### config.mk
export PLATFORM = sky130hd
export DESIGN_NAME = uart_rx_flat
export DESIGN_NICKNAME = d
export VERILOG_FILES = /design/src/rtl/uart_rx_if.sv /design/src/rtl/uart_rx.sv /design/src/flat_wrapper.sv
export SDC_FILE = /design/constraint.sdc
export NUM_CORES = 1
export LEC_CHECK = 0
export CORE_AREA = 2 2 67 69
export DETAILED_ROUTE_END_ITERATION = 7
export DIE_AREA = 0 0 69 71
export PLACE_DENSITY = 0.8
export SLEW_MARGIN = 20
export SYNTH_ARGS = -nofsm -noshare
export SYNTH_HDL_FRONTEND = slang
export SYNTH_SLANG_ARGS = --single-unit
### constraint.sdc
create_clock -name clk_576KHz -period 2.4 [get_ports clk_576KHz]
set_clock_uncertainty 0.2 [all_clocks]
set_input_delay 0.48 -clock clk_576KHz [delete_from_list [all_inputs] [get_ports clk_576KHz]]
set_output_delay 0.48 -clock clk_576KHz [all_outputs]
set_load 0.005 [all_outputs]
### src/rtl/uart_rx_if.sv
// Receive-side bus of the UART: serial line and frame options in, received byte out.
interface uart_rx_if #(
  parameter int DATA_WIDTH = 8
);
  logic                  rx_in;
  logic [1:0]            brg_select;
  logic                  rx_parity_per_byte;
  logic                  rx_valid;
  logic [DATA_WIDTH-1:0] rx_data;
  logic                  rx_error;

  modport master (
    output rx_in, brg_select, rx_parity_per_byte,
    input  rx_valid, rx_data, rx_error
  );

  modport slave (
    input  rx_in, brg_select, rx_parity_per_byte,
    output rx_valid, rx_data, rx_error
  );
endinterface

### src/rtl/uart_rx.sv
// UART receive engine: 2-flop synchronised line, mid-bit sampling at N clocks per bit,
// optional even parity, one-cycle rx_valid strobe with held data and error.
module uart_rx #(
  parameter int DATA_WIDTH = 8
) (
  input  logic     clk_576KHz,
  input  logic     rst_n,
  uart_rx_if.slave rx_bus
);
  localparam int BW = $clog2(DATA_WIDTH + 1);

  typedef enum logic [2:0] {IDLE, START, DATA, PARITY, STOP} state_t;

  state_t                state;
  logic                  rx_meta;
  logic                  rx_s;
  logic                  rx_s_d;
  logic [5:0]            cnt;
  logic [BW-1:0]         bit_cnt;
  logic [DATA_WIDTH-1:0] shift_reg;
  logic [1:0]            brg_reg;
  logic                  par_en_reg;
  logic                  par_err;

  function automatic logic [5:0] bit_m1(input logic [1:0] sel);
    case (sel)
      2'b00:   return 6'd59;
      2'b01:   return 6'd29;
      2'b10:   return 6'd14;
      default: return 6'd9;
    endcase
  endfunction

  // floor(N/2)-1: first expiry lands in the middle of the start bit
  function automatic logic [5:0] half_m1(input logic [1:0] sel);
    case (sel)
      2'b00:   return 6'd29;
      2'b01:   return 6'd14;
      2'b10:   return 6'd6;
      default: return 6'd4;
    endcase
  endfunction

  always_ff @(posedge clk_576KHz or negedge rst_n) begin
    if (!rst_n) begin
      rx_meta <= 1'b1;
      rx_s    <= 1'b1;
      rx_s_d  <= 1'b1;
    end else begin
      rx_meta <= rx_bus.rx_in;
      rx_s    <= rx_meta;
      rx_s_d  <= rx_s;
    end
  end

  always_ff @(posedge clk_576KHz or negedge rst_n) begin
    if (!rst_n) begin
      state              <= IDLE;
      cnt                <= '0;
      bit_cnt            <= '0;
      shift_reg          <= '0;
      brg_reg            <= '0;
      par_en_reg         <= 1'b0;
      par_err            <= 1'b0;
      rx_bus.rx_valid    <= 1'b0;
      rx_bus.rx_data     <= '0;
      rx_bus.rx_error    <= 1'b0;
    end else begin
      rx_bus.rx_valid <= 1'b0;
      case (state)
        IDLE: begin
          // Only a fresh 1->0 edge arms the receiver, so a held break never re-triggers
          if (rx_s_d && !rx_s) begin
            brg_reg    <= rx_bus.brg_select;
            par_en_reg <= rx_bus.rx_parity_per_byte;
            cnt        <= half_m1(rx_bus.brg_select);
            bit_cnt    <= '0;
            par_err    <= 1'b0;
            state      <= START;
          end
        end
        START: begin
          if (cnt == 6'd0) begin
            if (rx_s) begin
              state <= IDLE;
            end else begin
              cnt   <= bit_m1(brg_reg);
              state <= DATA;
            end
          end else begin
            cnt <= cnt - 6'd1;
          end
        end
        DATA: begin
          if (cnt == 6'd0) begin
            shift_reg <= {rx_s, shift_reg[DATA_WIDTH-1:1]};
            bit_cnt   <= bit_cnt + BW'(1);
            cnt       <= bit_m1(brg_reg);
            if (bit_cnt == BW'(DATA_WIDTH - 1)) begin
              state <= par_en_reg ? PARITY : STOP;
            end
          end else begin
            cnt <= cnt - 6'd1;
          end
        end
        PARITY: begin
          if (cnt == 6'd0) begin
            par_err <= (^shift_reg) ^ rx_s;
            cnt     <= bit_m1(brg_reg);
            state   <= STOP;
          end else begin
            cnt <= cnt - 6'd1;
          end
        end
        STOP: begin
          if (cnt == 6'd0) begin
            rx_bus.rx_data  <= shift_reg;
            rx_bus.rx_error <= par_err | ~rx_s;
            rx_bus.rx_valid <= 1'b1;
            state           <= IDLE;
          end else begin
            cnt <= cnt - 6'd1;
          end
        end
        default: state <= IDLE;
      endcase
    end
  end
endmodule

### src/flat_wrapper.sv
// flat-port wrapper written by rule: the top's interface ports become plain ports
module uart_rx_flat 
#(
  parameter int DATA_WIDTH = 8
)
  (clk_576KHz, rst_n, rx_bus_rx_in, rx_bus_brg_select, rx_bus_rx_parity_per_byte, rx_bus_rx_valid, rx_bus_rx_data, rx_bus_rx_error);
  uart_rx_if #(.DATA_WIDTH(DATA_WIDTH)) rx_bus_i ();
  input  logic clk_576KHz;
  input  logic rst_n;
  input wire logic [$bits(rx_bus_i.rx_in)-1:0] rx_bus_rx_in;
  input wire logic [$bits(rx_bus_i.brg_select)-1:0] rx_bus_brg_select;
  input wire logic [$bits(rx_bus_i.rx_parity_per_byte)-1:0] rx_bus_rx_parity_per_byte;
  output wire logic [$bits(rx_bus_i.rx_valid)-1:0] rx_bus_rx_valid;
  output wire logic [$bits(rx_bus_i.rx_data)-1:0] rx_bus_rx_data;
  output wire logic [$bits(rx_bus_i.rx_error)-1:0] rx_bus_rx_error;
  assign rx_bus_i.rx_in = rx_bus_rx_in;
  assign rx_bus_i.brg_select = rx_bus_brg_select;
  assign rx_bus_i.rx_parity_per_byte = rx_bus_rx_parity_per_byte;
  assign rx_bus_rx_valid = rx_bus_i.rx_valid;
  assign rx_bus_rx_data = rx_bus_i.rx_data;
  assign rx_bus_rx_error = rx_bus_i.rx_error;
  uart_rx #(.DATA_WIDTH(DATA_WIDTH)) u_core (.clk_576KHz(clk_576KHz), .rst_n(rst_n), .rx_bus(rx_bus_i));
endmodule
-- Yosys cells after proc, flatten, opt, wreduce, memory -nomap -nowiden
Index checks and enable logic that the tools add are counted.
- muxes and demuxes: 25
- equality and inequality tests: 17
- add/subtract/negate cells: 2
- bitwise operators: 3
- reductions and logical operators: 18
- operator list (operator ; number):
    6-bit 2-to-1 mux ; 5
    6-bit case mux with 4 select lines ; 1
    3-bit 2-to-1 mux ; 7
    6-bit case mux with 3 select lines ; 1
    3-bit case mux with 5 select lines ; 1
    5-bit case mux with 3 select lines ; 1
    2-bit by 1-bit inequality test with 1-bit output, second input constant ; 6
    4-bit 2-to-1 mux ; 2
    4-bit case mux with 2 select lines ; 1
    8-bit parity ; 1
    3-bit by 2-bit == test with 1-bit output, second input constant ; 2
    6-bit zero test ; 1
    2-bit AND reduction ; 3
    3-bit AND reduction ; 2
    6-bit AND reduction ; 1
    6-bit by 1-bit subtractor with 6-bit output, second input constant ; 1
    4-bit by 1-bit adder with 4-bit output, second input constant ; 1
    2-bit by 1-bit == test with 1-bit output, second input constant ; 2
    2-bit == test, second input constant ; 2
    4-bit by 3-bit == test with 1-bit output, second input constant ; 1
    2-bit zero test ; 2
    1-bit 2-to-1 mux ; 4
    4-bit AND reduction ; 1
    2-bit nonzero test ; 2
    other kinds (14) ; 14
- register bits: 38
- logic and storage cells: 78
- output and inout bits: 10
- input bits: 6

-- Longest topological paths before layout
- depth after elaboration: 5
- mapped depth: 9
- depth with buffers taken out: 7

-- Worst setup path before layout
OpenSTA, ideal clock, no wires.
- path kind: register -> register
- start: reg u_core.cnt[0]
- end: reg u_core.rx_bus.rx_data[0]
- path buffers: 2
- data required time: 2075 ps
- setup time: 125 ps
- slack: 141 ps
- stages on the path, launching flop included: 9
- period minus slack after synthesis: 2259 ps
- data arrival time: 1934 ps
- cell sequence: dfrtp_1 -> inv_1 -> ha_1 -> or4b_4 -> nand2b_4 -> buf_6 -> nor2_4 -> buf_6 -> mux2_4
- cells in the longest elaborated chain, start to end: 2
- ends and longest elaborated chain (item ; line ; text):
    start: declaration ; uart_rx.sv:18 ; logic [5:0] cnt;
    start signal: assignment ; uart_rx.sv:76 ; cnt <= half_m1(rx_bus.brg_select);
    start signal: assignment ; uart_rx.sv:87 ; cnt <= bit_m1(brg_reg);
    start signal: assignment ; uart_rx.sv:91 ; cnt <= cnt - 6'd1;
    6-bit zero test ; uart_rx.sv:116 ; if (cnt == 6'd0) begin
    2-bit AND reduction (no line) ; n/a ;
    end signal: assignment ; uart_rx.sv:117 ; rx_bus.rx_data <= shift_reg;
    end: declaration ; uart_rx_if.sv:19 ; output rx_valid, rx_data, rx_error
Every way passes these cells.
A chain may end at the register's enable or synchronous reset.

-- Final worst setup path
- start: reg u_core.cnt[1]
- end: reg u_core.rx_bus.rx_data[7]
The elaborated chain is that of the path after synthesis.

==> run metrics <==
status completed; core area 0.004204 mm^2; VDD IR max 0.5315 mV; # H-tree levels 2; total CTS buffers 5; CP max FO 11; CP peak stage delay 0.51 ns; die area 0.004899 mm^2; number of I/O pins 16; Fmax 0.4311 GHz; Wirelength per Cell 14.99 um; Total Routing Usage GR 17.98%; Cell Area, Synth 0.002107 mm^2; Post-synth EDFFs 0; antenna violations before repair 0; crit path capture type flop; reg-to-reg startpoint u_core.cnt[1]; Async SR Flop Fraction 100.0%; clock tree buffer depth 2; Post-CTS Resized 0; critical path class reg -> reg; pin count of the biggest net entering global routing 39; RePlAce Congestion 0.8259; TNS Setup 0 ns; Synth Instances 185; fin crit share 96.66%; Fillers 352; Final Util 57.74%; Clk Latency, worst-skew pair 0.29 ns; post-synth cell types 52; post-synthesis sequential area ratio 45.31%; RSZ-0062 raised after global routing no; I/O Buffers 15; HP Class in -> async; register bit total from synthesis 38; CP Data Required Time 2.38 ns; reg2reg path depth 7; ys flop type dfrtp_1; hold buffers post-CTS 0; post-synthesis net count 202; setup repair bufs after CTS 0; vias in the first global route 1451; Antenna Cells 0; syn_area_per_cell 11.39 um^2; DR vias 1442; WP data arrival 2.30 ns; total grt overflow 0; register area 954.7 um^2; Via-to-Cell Ratio 5.504; maxcap violations 0; placement-stage cell area 0.002345 mm^2; most frequent cells in the layout dfrtp_1 (35), clkdlybuf4s50_1 (14), nor2_1 (12), o21ai_0 (12); CTS tree yes; Multi-input gate area 0.001059 mm^2; Die Ht 71 um; CP startpoint kind flop; DP Wirelength 2.849 mm; First DRT Iteration DRCs 83; Reg clk slew, reported paths 0.07 ns; Max Slew Vio Count 0; min Tclk post-route 2.320 ns; TritonCTS sink count 38; Crit Reg-Reg Endpoint u_core.rx_bus.rx_data[7]; Root Buffer clkbuf_8; DRC viols 0; Syn. warnings 0; Final Hold Vio Count 0; commonest non-fill, non-tap cell in the layout dfrtp_1; layout cells sized above 1 24.29%; power per cell area 935.7 mW/mm^2; crit path cell chain inv_1, ha_1, or4b_4, nand2b_4, nor2_4, buf_12, mux2_2; Routed Antenna Nets 0; Die X 69 um; slew margin rel. 43.07%; FP Rows 24; first-pass GRT wire length 6.989 mm; leakage power 1.088 nW; Final Setup Violations 0; Layout area overhead 15.20%; post-route cell area 0.002427 mm^2; flop2flop setup slack 0.08 ns; first-pass detailed-route iteration total 4; Initial Util 50.12%; Slowest cell on crit path or4b_4; final WL 3.927 mm; post-layout net count 226; Least-Margin Pin Slew 0.8539 ns
==> cells in the mapped netlist (3+ instances only) <==
cell type	number	share of area (%)
dfrtp_1	35	42
nor2_1	12	2.1
o21ai_0	12	2.9
ha_1	11	6.5
inv_1	11	2.0
mux2_2	10	5.3
nand2_1	10	1.8
xnor2_1	8	3.3
mux2_4	7	5.0
a21oi_1	4	0.95
nor3_1	4	0.95
a22o_1	3	1.2
buf_6	3	1.6
clkbuf_1	3	0.53
dfstp_2	3	3.7
nor3b_1	3	1.1
o21ai_1	3	0.71
xor2_1	3	1.2
==> critical path: cells and delay by family (launching register included) <==
kind / cells / cell delay (ns)
multiplexers: 1 / 0.34
AND/OR/NAND/NOR: 3 / 0.88
buffers and inverters: 2 / 0.24
flip-flops: 1 / 0.41
adder cells (fa/ha/maj): 1 / 0.13
==> stage by stage <==
stage	power (W)	hold slack (ns)	setup WS, ns	std cells
6_report	0.002271	0.08217	0.08027	262
3_5_place_dp	0.001856	0.1509	0.04636	254
2_1_floorplan	0.001602	-0.01559	0.1406	185
4_1_cts	0.002283	0.1127	0.07697	262
3_3_place_gp	0.001828	0.1456	0.07437	254
5_1_grt	0.002449	0.1617	0.008975	262
==> power breakdown <==
group	leakage [nW]	switching (W)	internal (W)	total [W]
Clock	0.0450	0.000220	0.000201	0.000421
Combinational	0.545	0.000521	0.000454	0.000975
Sequential	0.498	0.000118	0.000758	0.000876
Total	1.09	0.000859	0.00141	0.00227
==> layout make-up <==
class	instances	area share, %
Clock buffer	6	2.990
Clock inverter	2	0.4124
Inverter	11	1.701
Multi-Input combinational cell	129	43.61
Sequential cell	38	39.33
Tap cell	52	2.680
Timing Repair Buffer	24	9.278
==> per-layer routing <==
metal	wire length [um]	vias up	GRT usage [%]
met3	114	6	4.416
met5	0	-	0
met1	1856	703	23.96
met2	1894	18	28.21
met4	61	0	7.625
li1	-	715	-
==> kinds of logic after synthesis <==
kind of cell / count (synthesis) / share of synthesized area (%)
fa+ha+maj: 11 / 6.532
simple gates: 48 / 14.31
buf+inv: 18 / 4.454
flops: 38 / 45.31
compound gates: 41 / 14.01
xor+xnor: 11 / 4.573
mux: 18 / 10.81
==> how the worst max path moves through the flow <==
stage / slack, ns / endpoint / from
after floorplan: 0.14 / u_core.rx_bus.rx_data[0] / u_core.cnt[0]
after global placement: 0.07 / u_core.cnt[3] / rx_bus_brg_select[0]
after detailed placement: 0.05 / u_core.cnt[3] / rx_bus_brg_select[0]
after CTS: 0.08 / u_core.rx_bus.rx_data[7] / u_core.cnt[1]
after global routing: 0.009 / u_core.rx_bus.rx_data[7] / u_core.cnt[1]
final: 0.08 / u_core.rx_bus.rx_data[7] / u_core.cnt[1]
Power figures use the tool's default switching activity.
